==> src/rtl/fifo_uart_pkg.sv <==
// Shared types and line levels for the FIFO-draining UART transmitter.
package fifo_uart_pkg;

   typedef enum logic [2:0] {
      IDLE,
      POP,
      LOAD,
      START,
      DATA,
      PARITY,
      STOP
   } tx_state_t;

   localparam int   UART_DATA_BITS   = 8;
   localparam logic UART_IDLE_LEVEL  = 1'b1;
   localparam logic UART_START_LEVEL = 1'b0;

endpackage

==> src/rtl/uart_bit_timer.sv <==
// Bit-period counter: TICK marks the last cycle of a bit, PRE_TICK the cycle before it.
module uart_bit_timer #(
   parameter int unsigned CLKS_PER_BIT = 16
) (
   input  logic CLOCK,
   input  logic RESET,
   input  logic CLR,
   output logic TICK,
   output logic PRE_TICK
);

   localparam int unsigned CNT_W = (CLKS_PER_BIT > 2) ? $clog2(CLKS_PER_BIT) : 1;
   localparam logic [CNT_W-1:0] LAST     = CNT_W'(CLKS_PER_BIT - 1);
   localparam logic [CNT_W-1:0] PRE_LAST = CNT_W'(CLKS_PER_BIT - 2);

   logic [CNT_W-1:0] count;

   always_ff @(posedge CLOCK) begin
      if (RESET || CLR) begin
         count <= '0;
      end else if (count == LAST) begin
         count <= '0;
      end else begin
         count <= count + CNT_W'(1);
      end
   end

   assign TICK = (count == LAST);

   // A clear this cycle restarts the bit, so the next cycle cannot be its last.
   assign PRE_TICK = !(CLR || RESET) && (count == PRE_LAST);

endmodule

==> src/rtl/fifo_uart_tx.sv <==
// Pops bytes from the FIFO read port and serialises each as a UART frame on TX.
module fifo_uart_tx
   import fifo_uart_pkg::*;
#(
   parameter int unsigned CLKS_PER_BIT = 16,
   parameter bit          PARITY_EN    = 1'b0,
   parameter bit          PARITY_ODD   = 1'b0,
   parameter int unsigned STOP_BITS    = 1
) (
   input  logic                      CLOCK,
   input  logic                      RESET,
   input  logic                      ENABLE,
   input  logic                      FIFO_EMPTY_N,
   input  logic [UART_DATA_BITS-1:0] FIFO_DATA,
   output logic                      FIFO_READ,
   output logic                      TX,
   output logic                      BUSY,
   output logic                      FRAME_DONE
);

   localparam logic [2:0] LAST_IDX = 3'(UART_DATA_BITS - 1);

   tx_state_t                 state;
   tx_state_t                 state_next;
   logic                      tick;
   logic                      pre_tick;
   logic                      timer_clr;
   logic                      stop_last;
   logic [2:0]                bit_idx;
   logic [UART_DATA_BITS-1:0] shift_reg;
   logic [UART_DATA_BITS-1:0] shift_next;
   logic                      parity_bit;
   logic                      tx_d;
   logic                      read_d;
   logic                      busy_d;
   logic                      done_d;

   uart_bit_timer #(
      .CLKS_PER_BIT(CLKS_PER_BIT)
   ) u_bit_timer (
      .CLOCK   (CLOCK),
      .RESET   (RESET),
      .CLR     (timer_clr),
      .TICK    (tick),
      .PRE_TICK(pre_tick)
   );

   assign timer_clr = (state_next != state);

   // bit_idx doubles as the stop-bit counter while in STOP.
   assign stop_last = (STOP_BITS == 1) || bit_idx[0];

   always_ff @(posedge CLOCK) begin
      if (RESET) begin
         state <= IDLE;
      end else begin
         state <= state_next;
      end
   end

   always_comb begin
      state_next = state;
      case (state)
         IDLE:    if (ENABLE && FIFO_EMPTY_N) state_next = POP;
         POP:     state_next = LOAD;
         LOAD:    state_next = START;
         START:   if (tick) state_next = DATA;
         DATA:    if (tick && bit_idx == LAST_IDX) state_next = PARITY_EN ? PARITY : STOP;
         PARITY:  if (tick) state_next = STOP;
         STOP:    if (tick && stop_last) state_next = IDLE;
         default: state_next = IDLE;
      endcase
   end

   always_comb begin
      shift_next = shift_reg;
      if (state == LOAD) begin
         shift_next = FIFO_DATA;
      end else if (state == DATA && tick) begin
         shift_next = {1'b0, shift_reg[UART_DATA_BITS-1:1]};
      end
   end

   always_ff @(posedge CLOCK) begin
      if (RESET) begin
         bit_idx    <= '0;
         shift_reg  <= '0;
         parity_bit <= 1'b0;
      end else begin
         shift_reg <= shift_next;
         if (timer_clr) begin
            bit_idx <= '0;
         end else if (tick && (state == DATA || state == STOP)) begin
            bit_idx <= bit_idx + 3'd1;
         end
         if (state == LOAD) begin
            parity_bit <= (^FIFO_DATA) ^ PARITY_ODD;
         end
      end
   end

   // Outputs are computed for the upcoming state and registered, so they line up with it.
   always_comb begin
      tx_d = UART_IDLE_LEVEL;
      case (state_next)
         START:   tx_d = UART_START_LEVEL;
         DATA:    tx_d = shift_next[0];
         PARITY:  tx_d = parity_bit;
         default: tx_d = UART_IDLE_LEVEL;
      endcase
      read_d = (state_next == POP);
      busy_d = (state_next != IDLE);
      done_d = (state == STOP) && stop_last && pre_tick;
   end

   always_ff @(posedge CLOCK) begin
      if (RESET) begin
         TX         <= UART_IDLE_LEVEL;
         FIFO_READ  <= 1'b0;
         BUSY       <= 1'b0;
         FRAME_DONE <= 1'b0;
      end else begin
         TX         <= tx_d;
         FIFO_READ  <= read_d;
         BUSY       <= busy_d;
         FRAME_DONE <= done_d;
      end
   end

endmodule
==> config.mk <==
export PLATFORM = sky130hd
export DESIGN_NAME = fifo_uart_tx
export DESIGN_NICKNAME = d
export VERILOG_FILES = /design/src/rtl/fifo_uart_pkg.sv /design/src/rtl/uart_bit_timer.sv /design/src/rtl/fifo_uart_tx.sv
export SDC_FILE = /design/constraint.sdc
export NUM_CORES = 1
export LEC_CHECK = 0
export ABC_AREA = 1
export CAP_MARGIN = 20
export CORE_MARGIN = 2
export CORE_UTILIZATION = 50
export DETAILED_ROUTE_END_ITERATION = 16
export MAX_ROUTING_LAYER = met4
export PLACE_DENSITY = 0.74
export SLEW_MARGIN = 10
export SYNTH_ARGS = -nofsm -noshare
export SYNTH_HDL_FRONTEND = slang
export SYNTH_SLANG_ARGS = --single-unit
==> constraint.sdc <==
create_clock -name CLOCK -period 1.77 [get_ports CLOCK]
set_input_delay 0.354 -clock CLOCK [delete_from_list [all_inputs] [get_ports CLOCK]]
set_output_delay 0.354 -clock CLOCK [all_outputs]
set_load 0.02 [all_outputs]
# After elaboration in Yosys (flattened, before gate mapping)
# Index checks and enable logic that the tools add are counted.
# totals
out_inout_bits,4
ramBits,0
memories,0
in_bits,12
word_cells,50
reg_bits,23
mem_bits_ro,0
latchBits,0
# classes
n_reduce_logical,15
n_eq_ne,14
addsub,2
div_mod_pow,0
n_shift,0
n_lt_le_gt_ge,0
bitwise_logic,0
mux,9
mul,0
# op_table
cell,count
case mux 3 bit (7 select lines),1
"equality test 3 bit, second input constant",6
two-way mux 8 bit,2
two-way mux 3 bit,5
"equality test 3 x 2 -> 1 bit, second input constant",3
"equality test 4 bit, second input constant",2
XOR reduction 8 bit,1
"equality test 3 x 1 -> 1 bit, second input constant",2
logical AND 1 bit,6
"adder 4 x 1 -> 4 bit, second input constant",1
OR reduction 2 bit,2
"adder 3 x 1 -> 3 bit, second input constant",1
zero test 3 bit,1
!= test 3 bit,1
case mux 1 bit (3 select lines),1
nonzero test 3 bit,1
logical OR 1 bit,2
nonzero test 2 bit,1
zero test 1 bit,1

# Logic depth before layout (Yosys ltp)
# Gate-level depths: netlist (run 1).
# logic_depth
word_depth,9
ltp_mapped,11
depth_no_buf,11

# Hierarchy
# A second synthesis (run 1) with hierarchy kept.
# unflattened
hier_cells,172
area_unflattened_um2,1263.7
# by_module_without_submodules
module,area_each_um2,seq_area_each_um2,cells_per_inst,instances
fifo_uart_tx,1077.3,380.4,149,1
uart_bit_timer,186.4,80.1,23,1

# Worst setup path after synthesis (run 1)
# Ideal clock, no wire load.
# synth_timing
path_kind,reg-to-reg
from,reg u_bit_timer.count[0]
to,reg u_bit_timer.count[0]
path_slack_ps,336
n_path_buf,0
arrival_time_ps,1369
period_less_slack_ps,1434
setup_ps,65
path_stages_with_launch,10
required_ps,1705
path_cell_list,dfxtp_1 > ha_1 > nand3_2 > nand3_1 > nand2_2 > nor2_4 > nor2_2 > nor2_4 > nand3_2 > nor2_1
# synth_between
elab_chain_cells,7
elab_cells_between_ends,11
cone_classes,add/sub: 1; eq/ne: 2; mux: 5; reduce/logical: 3
# synth_rtl
element,line_no,rtl
"start, declared",uart_bit_timer.sv:16,logic [CNT_W-1:0] count;
"start signal, assigned",uart_bit_timer.sv:24,count <= count + CNT_W'(1);
equality test 4 bit,"uart_bit_timer.sv:21, uart_bit_timer.sv:28",
logical AND 1 bit,fifo_uart_tx.sv:68,DATA: if (tick && bit_idx == LAST_IDX) state_next = PARITY_EN ? PARITY : STOP;
two-way mux 3 bit,fifo_uart_tx.sv:68,
case mux 3 bit (7 select lines),fifo_uart_tx.sv:63,case (state)
!= test 3 bit,fifo_uart_tx.sv:48,assign timer_clr = (state_next != state);
logical OR 1 bit,uart_bit_timer.sv:19,if (RESET || CLR) begin
OR reduction 2 bit (no line),--,
# Several ways; a longest one is shown, not always the timed one.
# A chain may end at the register's enable or synchronous reset.

# Final worst setup path (run 1)
# layout_timing
from,reg bit_idx[0]
to,reg u_bit_timer.count[1]
# layout_between
elab_chain_cells,7
# layout_rtl
element,line_no,rtl
"start, declared",fifo_uart_tx.sv:29,logic [2:0] bit_idx;
"start signal, assigned",fifo_uart_tx.sv:94,bit_idx <= bit_idx + 3'd1;
equality test 3 bit,fifo_uart_tx.sv:68,
logical AND 1 bit,fifo_uart_tx.sv:68,
two-way mux 3 bit,fifo_uart_tx.sv:68,
case mux 3 bit (7 select lines),fifo_uart_tx.sv:63,
!= test 3 bit,fifo_uart_tx.sv:48,
logical OR 1 bit,uart_bit_timer.sv:19,
OR reduction 2 bit (no line),--,
# Every way passes these cells.

==> flow_summary.json, run 1 <==
{
  "startpoint_type": "register",
  "num-fill-cells": 211,
  "finish.instance_area_um2": 1458,
  "power_per_cell_area_nw_per_um2": 771.7,
  "final_min_period_over_clock_period_pct": 92.26,
  "design.portCount": 16,
  "firstDrtPassIters": 4,
  "first_global_vias": 1002,
  "synth-warning-count": 0,
  "power.clock.fraction_pct": 21.4,
  "hold_viol": 0,
  "worstPathRequired_ns": 2.02,
  "final_slew_violations": 0,
  "detailedPlace.worstSlack_ns": 0.01397,
  "vias": 1093,
  "setup_total_negative_slack_ns": 0,
  "wire_length_after_detailed_routing_um": 2259,
  "comb_power_share_pct": 26.4,
  "placed_cells": 212,
  "synthTopCellsByArea": "sky130_fd_sc_hd__dfxtp_1, sky130_fd_sc_hd__nand2_1, sky130_fd_sc_hd__nor2_1",
  "crit_path_max_fanout": 7,
  "portBuffers": 15,
  "post_drt_wl_per_cell_um": 10.36,
  "power_mw": 1.125,
  "cts-root-buf": "sky130_fd_sc_hd__clkbuf_4",
  "tightest_slew_ns": 0.3150,
  "power_report.internal_total_uw": 773.2,
  "max_slew_margin_pct": 78.97,
  "tritoncts": "yes",
  "num_antenna_cells": 0,
  "critPathTopFamily": "simple AND/OR/NAND/NOR gates",
  "postSynthNetCount": 186,
  "finalWorstPathRequiredPeriod_ns": 1.633,
  "synth_cell_type_count": 23,
  "violation_count_after_the_first_detailed_route_iteration": 18,
  "placed_area_um2": 1395,
  "layoutNonFillerInstCount": 218,
  "postSynthAreaPerCell_um2": 7.095,
  "dieWidth_um": 53.12,
  "worst-path-buf-inv": 1,
  "dp.final_hpwl_um": 1773,
  "crit_path_max_incr_delay_ns": 0.34,
  "synth_cell_area_um2": 1206,
  "gpl.final_weighted_congestion": 0.8752,
  "path_class": "register to register",
  "final_util_pct": 64.65,
  "switching_share_pct": 31.26,
  "grt_pass1_wl_um": 3912,
  "post_cts_hold_buffer_count": 0,
  "total_leakage_power_nw": 0.6009,
  "number_of_flip_flops_under_the_largest_register_name": 8,
  "synth.largest_area_cell": "sky130_fd_sc_hd__dfxtp_1",
  "flow.area_growth_from_synthesis_pct": 20.85,
  "core_um2": 2255,
  "synth.top_cell.area_share_pct": 38.17,
  "postSynthRegisterBits": 23,
  "post_route_cells_drive_above_1_share_pct": 15.79,
  "initial_utilization_pct": 53.50,
  "grt_overflow": 0,
  "hold_path.class": "register to register",
  "layout.cells.most_common": "sky130_fd_sc_hd__nand2_1",
  "placementRows": 17,
  "clock_sinks": 23,
  "worstSkewPairLatency_ns": 0.31,
  "cts_max_path_buffers": 2,
  "run_status": "completed",
  "die-height_um": 53.12,
  "switching_power_uw": 351.6,
  "clk_transition_reported_paths_ns": 0.13,
  "cp_cell_sequence": "ha_1 > ha_1 > inv_1 > nand2_1 > nand3_1 > nand2_1 > nor2_4 > nor2_2 > nor2_4 > nand3_2 > nor2_1",
  "h-tree-depth": 1,
  "drc_errors_left": 0,
  "power.share.sequential_pct": 52.2,
  "worstSetupEndpointType": "register",
  "pin_count_of_the_biggest_net_entering_global_routing": 14,
  "worst_r2r_startpoint": "bit_idx[0]$_SDFFE_PP0P_",
  "setup-violations-final": 0,
  "globalRouteTotalUtil_pct": 19.50,
  "layout_common_cells": "sky130_fd_sc_hd__nand2_1, sky130_fd_sc_hd__dfxtp_1, sky130_fd_sc_hd__nor2_1",
  "detail_route.vias_per_cell": 5.014,
  "ir_drop_uv": 474.8,
  "dieArea_um2": 2821,
  "timing.hold.ws_ns": 0.4359,
  "hold_start": "u_bit_timer.count[0]$_SDFF_PP0_",
  "max-cap-violations": 0,
  "skew_ns": 0.006183,
  "timing.critical_path.arrival_ns": 1.88,
  "critPathSlowestCell": "sky130_fd_sc_hd__dfxtp_1",
  "worstSetupStartpoint": "bit_idx[0]$_SDFFE_PP0P_",
  "fmaxAchievable_ghz": 0.6124,
  "layout_setup_ws_ns": 0.1370,
  "synth.yosys.seq_area_share_pct": 38.17,
  "route.antenna.remaining_nets": 0,
  "antenna_found_initial": 0,
  "number_of_buffers_created_by_cts": 3,
  "finish.net_count": 207,
  "syn-instance-count": 170
}
==> layout make-up <==
class | instances | area (um^2) | area share (%)
Sequential cell | 23 | 462.9 | 31.76
Tap cell | 28 | 35.03 | 2.403
Inverter | 18 | 67.56 | 4.635
Multi-Input combinational cell | 125 | 676.9 | 46.44
Clock buffer | 3 | 22.52 | 1.545
Timing Repair Buffer | 20 | 187.7 | 12.88
Clock inverter | 1 | 5.005 | 0.3433
==> power groups by stage <==
| stage | clock [mW] | combinational, mW | sequential (mW) |
|---|---|---|---|
| final | 0.240 | 0.297 | 0.588 |
| after global routing | 0.263 | 0.333 | 0.594 |
| after CTS | 0.247 | 0.280 | 0.586 |
| after detailed placement | 0 | 0.279 | 0.598 |
| after global placement | 0 | 0.272 | 0.595 |
| after floorplan | 0 | 0.192 | 0.597 |
==> cell families (layout without fill, tap and decap cells) <==
logic type      after synthesis  in the layout  share of synthesized area (%)
compound gates               17             17                          8.090
xor+xnor                      9              9                          6.536
fa+ha+maj                     4              4                          4.150
buf+inv                      22             42                          7.157
flops                        23             23                          38.17
simple gates                 95             95                          35.89
==> metal layers <==
metal	vias up	track usage, %	share of wire (%)
li1	581	-	-
met1	482	21.65	44
met2	24	34.79	49
met3	6	2.542	5.0
met4	0	8.547	1.6
met5	-	-	0
==> repair_timing <==
item,CTS,global route
resized for setup,0,6
endpoints found under the setup margin,0,11
buffers inserted,0,2
==> final timing paths <==
check	endpoint	slack, ns	depth (start not counted)
max reg2reg	u_bit_timer.count[1]$_SDFF_PP0_	0.14	11
max	u_bit_timer.count[1]$_SDFF_PP0_	0.14	11
min reg2reg	u_bit_timer.count[0]$_SDFF_PP0_	0.44	1
min	u_bit_timer.count[0]$_SDFF_PP0_	0.44	1
==> synthesized netlist by cell type <==
library cell,n
sky130_fd_sc_hd__a21oi_1,3
sky130_fd_sc_hd__a31oi_1,6
sky130_fd_sc_hd__and3_1,2
sky130_fd_sc_hd__buf_2,3
sky130_fd_sc_hd__clkbuf_1,1
sky130_fd_sc_hd__dfxtp_1,23
sky130_fd_sc_hd__ha_1,4
sky130_fd_sc_hd__inv_1,15
sky130_fd_sc_hd__inv_2,3
sky130_fd_sc_hd__nand2_1,42
sky130_fd_sc_hd__nand2_2,5
sky130_fd_sc_hd__nand3_1,12
sky130_fd_sc_hd__nand3_2,2
sky130_fd_sc_hd__nand4_1,1
sky130_fd_sc_hd__nor2_1,22
sky130_fd_sc_hd__nor2_2,4
sky130_fd_sc_hd__nor2_4,2
sky130_fd_sc_hd__nor3_1,3
sky130_fd_sc_hd__o21ai_0,5
sky130_fd_sc_hd__o21ai_1,1
sky130_fd_sc_hd__o21bai_1,2
sky130_fd_sc_hd__xnor2_1,6
sky130_fd_sc_hd__xor2_1,3
(Power assumes the default switching activity.)
==> run 2: changes to the inputs <==
GPL_TIMING_DRIVEN = 1   (was not set)
==> results of run 2 <==
The final DEF is identical to that of run 1; final timing and power are the same.
==> run 3: changes to the inputs <==
PLACE_DENSITY = 0.73   (was 0.74)
SYNTH_HIERARCHICAL = 1   (was not set)
==> run 3 against run 2 <==
  * The run now ends with negative setup slack left
  * Maximum frequency is 8.4% lower
  * Synthesized cell count is 1.2% higher
  * Critical path depth increased by 2
  * Power is 12% higher
  * Combinational power increased by 39%
  * Core utilization rose by 6.6 points
  * Routed wire length increased by 26%
  * Clock power up 3%
  * Clock-buffer cell count grew 1
  * Global-route usage increased by 2.4 points
  * Largest power group unchanged
  * Highest routed layer unchanged
==> flow_summary.json, run 3 <==
{
  "worst_r2r_startpoint": "u_bit_timer/count[0]$_SDFF_PP0_",
  "synth.yosys.seq_area_share_pct": 36.44,
  "route.antenna.remaining_nets": 0,
  "grt_setup_unrepaired": "yes",
  "path_class": "register to register",
  "num_antenna_cells": 0,
  "min_delay_worst_endpoint": "shift_reg[7]$_SDFFE_PP0P_",
  "timing.rr.end": "bit_idx[2]$_SDFFE_PP0P_",
  "hold_start": "shift_reg[7]$_SDFFE_PP0P_",
  "grt_overflow": 0,
  "gpl.final_weighted_congestion": 0.8630,
  "layout_setup_ws_ns": -0.01314,
  "initial_utilization_pct": 51.95,
  "clock_sinks": 23,
  "synth_common_cells": "sky130_fd_sc_hd__nand2_1, sky130_fd_sc_hd__dfxtp_1, sky130_fd_sc_hd__nor2_1",
  "violation_count_after_the_first_detailed_route_iteration": 26,
  "final_slew_violations": 0,
  "number_of_buffers_created_by_cts": 3,
  "vias": 1198,
  "synth.top_cell.area_share_pct": 36.44,
  "dominantRegCellSynth": "sky130_fd_sc_hd__dfxtp_1",
  "post_cts_hold_buffer_count": 0,
  "design.portCount": 16,
  "synthTopCellsByArea": "sky130_fd_sc_hd__dfxtp_1, sky130_fd_sc_hd__nand2_1, sky130_fd_sc_hd__nor2_1",
  "synth.most_common_cell": "sky130_fd_sc_hd__nand2_1",
  "die-height_um": 54.28,
  "post_drt_wl_per_cell_um": 11.82,
  "proportion_of_synthesized_flip_flops_having_asynchronous_set_or_reset_pct": 0,
  "clk_transition_reported_paths_ns": 0.14,
  "crit_path_max_fanout": 4,
  "tightest_slew_ns": 0.3289,
  "ir_drop_uv": 561.6,
  "finalWorstPathRequiredPeriod_ns": 1.783,
  "final_min_period_over_clock_period_pct": 100.7,
  "drc_errors_left": 0,
  "detail_route.vias_per_cell": 4.971,
  "setup-violations-final": 4,
  "synth_edf_count": 0,
  "failed_checks": "negative setup slack",
  "portBuffers": 15,
  "maxUsedRoutingLayer": "met4",
  "run_status": "finished, violations left",
  "hold_path.class": "register to register",
  "tritoncts": "yes",
  "number_of_flip_flops_under_the_largest_register_name": 8,
  "core_um2": 2432,
  "max_slew_margin_pct": 77.91,
  "post_route_cells_drive_above_1_share_pct": 35.07,
  "synth_cell_area_um2": 1264,
  "wire_length_after_detailed_routing_um": 2849,
  "max-cap-violations": 0,
  "layout.cells.most_common": "sky130_fd_sc_hd__nand2_1",
  "routed-wl-met3_um": 69,
  "dieArea_um2": 2946,
  "setup.reg_to_reg.worst_slack_ns": -0.01,
  "grt_pass1_wl_um": 4554,
  "worstSetupStartpoint": "u_bit_timer/count[0]$_SDFF_PP0_",
  "globalRouteTotalUtil_pct": 21.95,
  "finish.net_count": 228,
  "skew_ns": 0.01062,
  "synth.largest_area_cell": "sky130_fd_sc_hd__dfxtp_1",
  "firstDrtPassIters": 4,
  "flow.area_growth_from_synthesis_pct": 37.13,
  "setup_total_negative_slack_ns": -0.04237,
  "postSynthRegisterBits": 23,
  "worstSkewPairLatency_ns": 0.31,
  "syn-instance-count": 172,
  "layout_common_cells": "sky130_fd_sc_hd__nand2_1, sky130_fd_sc_hd__buf_4, sky130_fd_sc_hd__dfxtp_1",
  "timing.critical_path.arrival_ns": 2.04,
  "cts_max_path_buffers": 2,
  "dieWidth_um": 54.28,
  "route.met2.wl_um": 1465,
  "postSynthAreaPerCell_um2": 7.347,
  "worst_r2r_path_depth": 13,
  "worstSetupEndpointType": "register",
  "power_per_cell_area_nw_per_um2": 725.0,
  "first_global_vias": 1084,
  "synth-warning-count": 6,
  "worstPathRequired_ns": 2.03,
  "drt-met1-wl_um": 1287,
  "fmaxAchievable_ghz": 0.5608,
  "pin_count_of_the_biggest_net_entering_global_routing": 13,
  "final_util_pct": 71.24,
  "synth_cell_type_count": 29,
  "antenna_found_initial": 0,
  "area_used_by_multi_input_combinational_logic_um2": 790.8,
  "total_leakage_power_nw": 0.7024,
  "holdPathStages": 2,
  "dp.final_hpwl_um": 2011,
  "num-fill-cells": 196,
  "h-tree-depth": 1,
  "cts-root-buf": "sky130_fd_sc_hd__clkbuf_4",
  "postSynthNetCount": 188,
  "area.sequential_um2": 469.2,
  "hold_viol": 0,
  "startpoint_type": "register",
  "placementRows": 18
}
[run 3: cells by family (layout without fill, tap and decap cells)]
| kind of cell | Yosys count | in the layout | synth area share [%] |
|---|---|---|---|
| AOI/OAI and AO/OA | 14 | 14 | 6.733 |
| xor gates and xnor gates | 9 | 9 | 6.237 |
| adders and majority gates | 4 | 4 | 3.961 |
| buffers and inverters | 22 | 61 | 8.118 |
| DFF | 23 | 23 | 36.44 |
| muxes | 2 | 2 | 1.782 |
| and+or+nand+nor | 98 | 98 | 36.73 |
[run 3: routing by layer]
metal	up-vias	GRT usage [%]
li1	621	-
met3	2	2.459
met2	22	38.15
met5	-	-
met4	0	8.750
met1	553	25.72
[run 3: worst max-delay path, stage by stage (launching register included)]
cell	delay, ns
sky130_fd_sc_hd__dfxtp_2	0.36
sky130_fd_sc_hd__ha_4	0.17
sky130_fd_sc_hd__inv_4	0.06
sky130_fd_sc_hd__nor2_4	0.04
sky130_fd_sc_hd__buf_6	0.12
sky130_fd_sc_hd__nor3_4	0.23
sky130_fd_sc_hd__buf_4	0.15
sky130_fd_sc_hd__nor2_2	0.03
sky130_fd_sc_hd__nand2_2	0.09
sky130_fd_sc_hd__buf_4	0.11
sky130_fd_sc_hd__buf_4	0.09
sky130_fd_sc_hd__buf_4	0.09
sky130_fd_sc_hd__nand3_2	0.08
sky130_fd_sc_hd__nor2_1	0.09
[run 3: stage by stage]
| stage | std cells | total power [mW] | cell area [um^2] | setup slack [ns] | hold slack [ns] |
|---|---|---|---|---|---|
| 2_1_floorplan | 172 | 0.8060 | 1271 | 0.01048 | 0.4234 |
| 4_1_cts | 237 | 1.227 | 1683 | -0.001426 | 0.4778 |
| 3_3_place_gp | 227 | 0.9299 | 1530 | -0.03354 | 0.4510 |
| 3_5_place_dp | 227 | 0.9444 | 1530 | -0.07864 | 0.4633 |
| 6_report | 241 | 1.256 | 1733 | -0.01314 | 0.4787 |
| 5_1_grt | 241 | 1.324 | 1733 | -0.1631 | 0.5005 |
[run 3: repair_timing]
action	4_1_cts	5_1_grt
pin swaps	14	13
gates resized for setup	22	9
endpoints found under the setup margin	5	8
buffers inserted	6	4
[run 3: worst max-delay path by stage]
stage / slack, ns / to / cells after the start
final: -0.01 / bit_idx[2]$_SDFFE_PP0P_ / 13
after global routing: -0.16 / FRAME_DONE$_SDFF_PP0_ / 15
after CTS: -0.001 / FRAME_DONE$_SDFF_PP0_ / 15
after detailed placement: -0.08 / FRAME_DONE$_SDFF_PP0_ / 14
after global placement: -0.03 / FRAME_DONE$_SDFF_PP0_ / 15
after floorplan: 0.01 / FRAME_DONE$_SDFF_PP0_ / 15
[run 3: cell type report]
cell class,count,area share [%]
clock buffer,4,1.516
timing repair buffer,39,19.49
sequential,23,27.08
multi-input combinational,127,45.63
tap,30,2.166
inverter,18,4.116
[run 3: report_power, final]
| part | internal (mW) | total [mW] | switching [mW] |
|---|---|---|---|
| clock | 0.0878 | 0.248 | 0.160 |
| combinational | 0.209 | 0.414 | 0.206 |
| sequential | 0.559 | 0.594 | 0.0349 |
==> variant 1, RTL diff (config.mk and constraints of run 1) <==
`PARITY_ODD`: 1'b0 -> 1'b1.
--- a/src/rtl/fifo_uart_tx.sv
+++ b/src/rtl/fifo_uart_tx.sv
@@ -4,7 +4,7 @@
 #(
    parameter int unsigned CLKS_PER_BIT = 16,
    parameter bit          PARITY_EN    = 1'b0,
-   parameter bit          PARITY_ODD   = 1'b0,
+   parameter bit          PARITY_ODD   = 1'b1,
    parameter int unsigned STOP_BITS    = 1
 ) (
    input  logic                      CLOCK,
Formal check against the unedited RTL: same outputs for any inputs over 10 cycles, from zero or initial values and one cycle with RESET high; that may be too few to reach the edited logic, so the function may still have changed.
==> variant 1 against run 1 <==
  * Utilization fell by 1.5 points
  * Sequential cell count did not move
  * Largest power group unchanged
  * Routed wire length rose by 29%
  * Fmax fell by 0.93%
  * Via count rose by 11%
  * Count of clock-buffer cells in the layout did not move
  * Clock skew fell by 1.3 ps
  * Total power rose by 2.1%
  * Setup slack got worse by 15 ps
  * Synthesized area rose by 5.2%
  * Design area rose by 5.4%
==> variant 1: results (changes against run 1) <==
| Metric | Value |
|---|---|
| Slowest cell on the critical path | dfxtp_1 (unchanged) |
| Sequential area share after synthesis | 0.3629 (was 0.3817) |
| CTS Buffer Depth | 2 (unchanged) |
| Asr flop ratio synth | 0 (unchanged) |
| Peak VDD IR | 0.5164 mV (was 0.4748 mV) |
| Met1 Use GR | 0.2639 (was 0.2165) |
| Top post-synthesis cells by area | dfxtp_1, nand2_1, nor2_1 (unchanged) |
| Adder-cell share of the synthesized area | 0.03945 (was 0.04149) |
| GRT Total Usage | 0.2207 (was 0.1950) |
| Synth cell types | 26 (was 23) |
| Placed cells | 232 (was 212) |
| Largest family of logic cells by synthesized area | simple AND/OR/NAND/NOR gates (unchanged) |
| Largest net degree at the start of global routing | 14 (unchanged) |
| Met2 usage | 0.3795 (was 0.3479) |
| Via count | 1218 (was 1093) |
| Crit-path max cell delay | 570 ps (was 340 ps) |
| Worst Hold Class | register to register (unchanged) |
| Clock skew | 4.870 ps (was 6.183 ps) |
| Syn nets | 201 (was 186) |
| Synth Area in Compound Gates | 0.08284 (was 0.08091) |
| Mean Syn Cell Area | 6.858 um2 (was 7.095 um2) |
| Nets | 223 (was 207) |
| GPL Wtd Cong | 0.9499 (was 0.8752) |
| Hpwl dp | 2267 um (was 1773 um) |
| Leakage | 0.6661 nW (was 0.6009 nW) |
| Post-CTS Setup Bufs | 0 (unchanged) |
| XOR/XNOR share of the synthesized area | 0.06213 (was 0.06535) |
| Post-synthesis mux area share | 0.01775 (was 0) |
| Clock-pin slew on the worst setup and hold paths | 130 ps (about the same) |
| IO buf count | 15 (unchanged) |
| Worst-Margin Slew | 379.6 ps (was 315.0 ps) |
| Layout cells sized above 1 | 0.1359 (was 0.1579) |
| Critical Path Fanout Max | 9 (was 7) |
| Met3 Track Usage GR | 0.03279 (was 0.02542) |
| H-tree depth | 1 (unchanged) |
| Wire per inst | 12.37 um (was 10.36 um) |
| Number of global-route vias before repair | 1105 (was 1002) |
| Yosys Warn Count | 0 (unchanged) |
| Final cell count without fillers | 236 (was 218) |
| Synth cell count leaders | nand2_1, nor2_1, dfxtp_1 (was nand2_1, dfxtp_1, nor2_1) |
| Worst-skew pair later-pin latency | 310 ps (about the same) |
| First-pass GRT wire length | 4609 um (was 3912 um) |
| CTS buffer count | 3 (unchanged) |
| DR pass1 iterations | 4 (unchanged) |
| Initial antenna violation count | 0 (unchanged) |
| Fillers | 245 (was 211) |
| Arrival time of the worst setup path | 1910 ps (was 1880 ps) |
| Root Buffer Master | clkbuf_4 (unchanged) |
| Max FFs per register | 8 (unchanged) |
| Status | complete, no violations (unchanged) |
| ANT cells | 0 (unchanged) |
| Place WS | 22.33 ps (was 13.97 ps) |
| DR iter-0 viols | 26 (was 18) |
## variant 1: cell count changes after synthesis, moves of 2 or more
cell,delta
a21oi_1,+4
a22oi_1,+2
a31oi_1,-2
and2_1,+2
and3_1,-2
buf_4,+2
inv_1,-2
mux2_2,+2
nand2_1,+10
nand2_2,-4
nor2_1,+11
nor2_2,-4
o21ai_0,-3
## variant 1: cell families after synthesis
logic type	after synthesis
and+or+nand+nor	108
xor gates and xnor gates	9
DFF	23
AOI/OAI and AO/OA	18
adders and majority gates	4
muxes	2
buffers and inverters	21
## variant 1: worst max-delay path, delay by kind of cell (launching register included)
| kind | cells | cell delay [ps] |
|---|---|---|
| AND/OR/NAND/NOR | 6 | 730 |
| flip-flops | 1 | 570 |
| AO/OA/AOI/OAI | 1 | 170 |
| buffers and inverters | 1 | 110 |
## variant 1: layout make-up
type,count,area [um2],area share
Multi-Input combinational cell,141,744.5,0.4845
Sequential cell,23,461.7,0.3005
Timing Repair Buffer,22,202.7,0.1319
Inverter,16,62.56,0.04072
Tap cell,30,37.54,0.02443
Clock buffer,3,22.52,0.01466
Clock inverter,1,5.005,0.003257
## variant 1: per-layer routing
metal | routed length (um) | up-vias
li1 | - | 636
met1 | 1358 | 558
met2 | 1431 | 18
met3 | 87 | 6
met4 | 42 | 0
met5 | 0 | -
## variant 1: timing repair
item / CTS / global route
endpoints found under the setup margin: 0 / 7
hold buffers: 0 / 0
gates resized for setup: 0 / 8
hold endpoints to repair: 0 / 0
## variant 1: stage by stage
| stage | hold slack, ps | power [mW] | setup TNS, ps | utilization | instance area, um2 |
|---|---|---|---|---|---|
| 2_1_floorplan | 423.4 | 0.7904 | 0 | - | 1269 |
| 3_3_place_gp | 449.3 | 0.8838 | 0 | 0.6085 | 1480 |
| 3_5_place_dp | 460.1 | 0.8965 | 0 | 0.6085 | 1480 |
| 4_1_cts | 476.1 | 1.130 | 0 | 0.6199 | 1508 |
| 5_1_grt | 503.7 | 1.210 | -30.45 | 0.6317 | 1536 |
| 6_report | 478.4 | 1.148 | 0 | 0.6317 | 1536 |
## variant 1: path summary, 6_finish.rpt
path / to / startpoint / slack [ps] / cells past startpoint
worst max-delay path: u_bit_timer.count[2] / state[0] / 120 / 8
worst min register to register: shift_reg[7] / shift_reg[7] / 480 / 2
worst max register to register: u_bit_timer.count[2] / state[0] / 120 / 8
worst min-delay path: shift_reg[7] / shift_reg[7] / 480 / 2
## variant 1: power by group
group	leakage, nW	switching, mW	internal (mW)
combinational	0.461	0.181	0.131
sequential	0.187	0.0321	0.557
clock	0.0177	0.164	0.0845
total	0.666	0.376	0.772
==> variant 2, RTL diff (config.mk and constraints of run 1) <==
Made on the original files. Encoding of `tx_state_t`: now one-hot (7 bits for 7 states).
--- a/src/rtl/fifo_uart_pkg.sv
+++ b/src/rtl/fifo_uart_pkg.sv
@@ -1,14 +1,14 @@
 // Shared types and line levels for the FIFO-draining UART transmitter.
 package fifo_uart_pkg;
 
-   typedef enum logic [2:0] {
-      IDLE,
-      POP,
-      LOAD,
-      START,
-      DATA,
-      PARITY,
-      STOP
+   typedef enum logic [6:0] {
+      IDLE   = 7'b0000001,
+      POP    = 7'b0000010,
+      LOAD   = 7'b0000100,
+      START  = 7'b0001000,
+      DATA   = 7'b0010000,
+      PARITY = 7'b0100000,
+      STOP   = 7'b1000000
    } tx_state_t;
 
    localparam int   UART_DATA_BITS   = 8;
Behaviour: no difference found for any inputs over 10 cycles, from zero or initial values and one cycle with RESET high; not proved beyond that.
==> variant 2 against run 1 <==
  * Combinational power grew 16%
  * Die area grew 16%
  * Largest cell class unchanged
  * Clock power grew 8%
  * Final cell count grew 10%
  * Critical path depth shrank 4
  * Routed wire length grew 19%
  * Total power grew 15%
  * Critical path type unchanged
  * Synthesized area grew 17%
  * Setup slack gained 23 ps
  * Sequential cell count grew 4
  * Highest routed layer unchanged
  * Design area grew 12%
  * Utilization shrank 4.8 points
  * Synthesized cell count grew 12%
==> variant 2: results (changes against run 1) <==
| Metric | Value |
|---|---|
| FF/Latch Area | 540.5 um2 (was 462.9 um2) |
| Largest net degree at the start of global routing | 15 (was 14) |
| R2r startpoint | u_bit_timer.count[0] (was bit_idx[0]) |
| Reg2reg path depth | 7 (was 11) |
| Met2 wire len | 1293 um (was 1111 um) |
| Worst slew margin | 0.7866 (was 0.7897) |
| Highest routed layer | met4 (unchanged) |
| Signal buf overhead | 0.1055 (was 0.1288) |
| CP top delay family | compound AO/OA/AOI/OAI gates (was simple AND/OR/NAND/NOR gates) |
| First-pass GRT wire length | 4781 um (was 3912 um) |
| Top post-synthesis cells by area | dfxtp_1, nand2_1, nand3_1 (was dfxtp_1, nand2_1, nor2_1) |
| Leakage | 0.7063 nW (was 0.6009 nW) |
| Asr flop ratio synth | 0 (unchanged) |
| Fraction of area in multi-input gates | 0.4786 (was 0.4644) |
| Fillers | 246 (was 211) |
| Met1 Use GR | 0.2301 (was 0.2165) |
| Arrival time of the worst setup path | 1860 ps (was 1880 ps) |
| Setup slack after layout | 159.7 ps (was 137.0 ps) |
| Synth cell count leaders | nand2_1, dfxtp_1, nor2_1 (unchanged) |
| Gate power share | 0.266 (was 0.264) |
| Multi-input gates | 140 (was 125) |
| Clk sinks | 27 (was 23) |
| Hpwl dp | 2178 um (was 1773 um) |
| Hold path startpoint | shift_reg[7] (was u_bit_timer.count[0]) |
| Clock buffers | 4 (was 3) |
| Clock Power | 0.259 mW (was 0.240 mW) |
| GPL Wtd Cong | 0.7961 (was 0.8752) |
| Psw | 0.4132 mW (was 0.3516 mW) |
| Status | complete, no violations (unchanged) |
| Wire per inst | 11.18 um (was 10.36 um) |
| Synth cell types | 28 (was 23) |
| Met2 usage | 0.3136 (was 0.3479) |
| Number of global-route vias before repair | 1181 (was 1002) |
| GRT Total Usage | 0.1908 (was 0.1950) |
| Vias per cell | 5.263 (was 5.014) |
| Setup crit end | shift_reg[4] (was u_bit_timer.count[1]) |
| DR iter-0 viols | 80 (was 18) |
| Hold Path Depth | 2 (was 1) |
| Place WS | 198.4 ps (was 13.97 ps) |
| Syn nets | 206 (was 186) |
| Peak VDD IR | 0.5954 mV (was 0.4748 mV) |
| Hold Path End | shift_reg[7] (was u_bit_timer.count[0]) |
| Met3 Track Usage GR | 0.02948 (was 0.02542) |
variant 2: cell types whose count changed after synthesis, sizes merged, moves of 2 or more:
cell / change
o21ai: -5
nand2: +5
inv: +2
nand3: +12
and3: -2
dfxtp: +4
a21oi: +3
o21bai: -2
variant 2: through the flow:
step           total power, mW  hold WS [ps]  cells  instance area [um2]    util
6_report                 1.292         475.8    240                 1637  0.5986
2_1_floorplan           0.9455         423.4    190                 1415       -
3_5_place_dp             1.050         459.2    236                 1610  0.5890
5_1_grt                  1.365         514.9    240                 1637  0.5986
3_3_place_gp             1.035         441.2    236                 1610  0.5890
4_1_cts                  1.306         479.0    240                 1637  0.5986
variant 2: cells by family after synthesis:
family          share of synthesized area
buf+inv                           0.06455
simple gates                       0.3943
compound gates                    0.06808
flops                              0.3820
fa+ha+maj                         0.03537
xor+xnor                          0.05571
variant 2: worst register-to-register path, stage by stage (launching register included):
cell	delay (ps)
dfxtp_1	360
ha_1	260
nand3_4	120
inv_2	80
buf_4	180
a21oi_2	310
nand2_1	90
a31oi_1	140
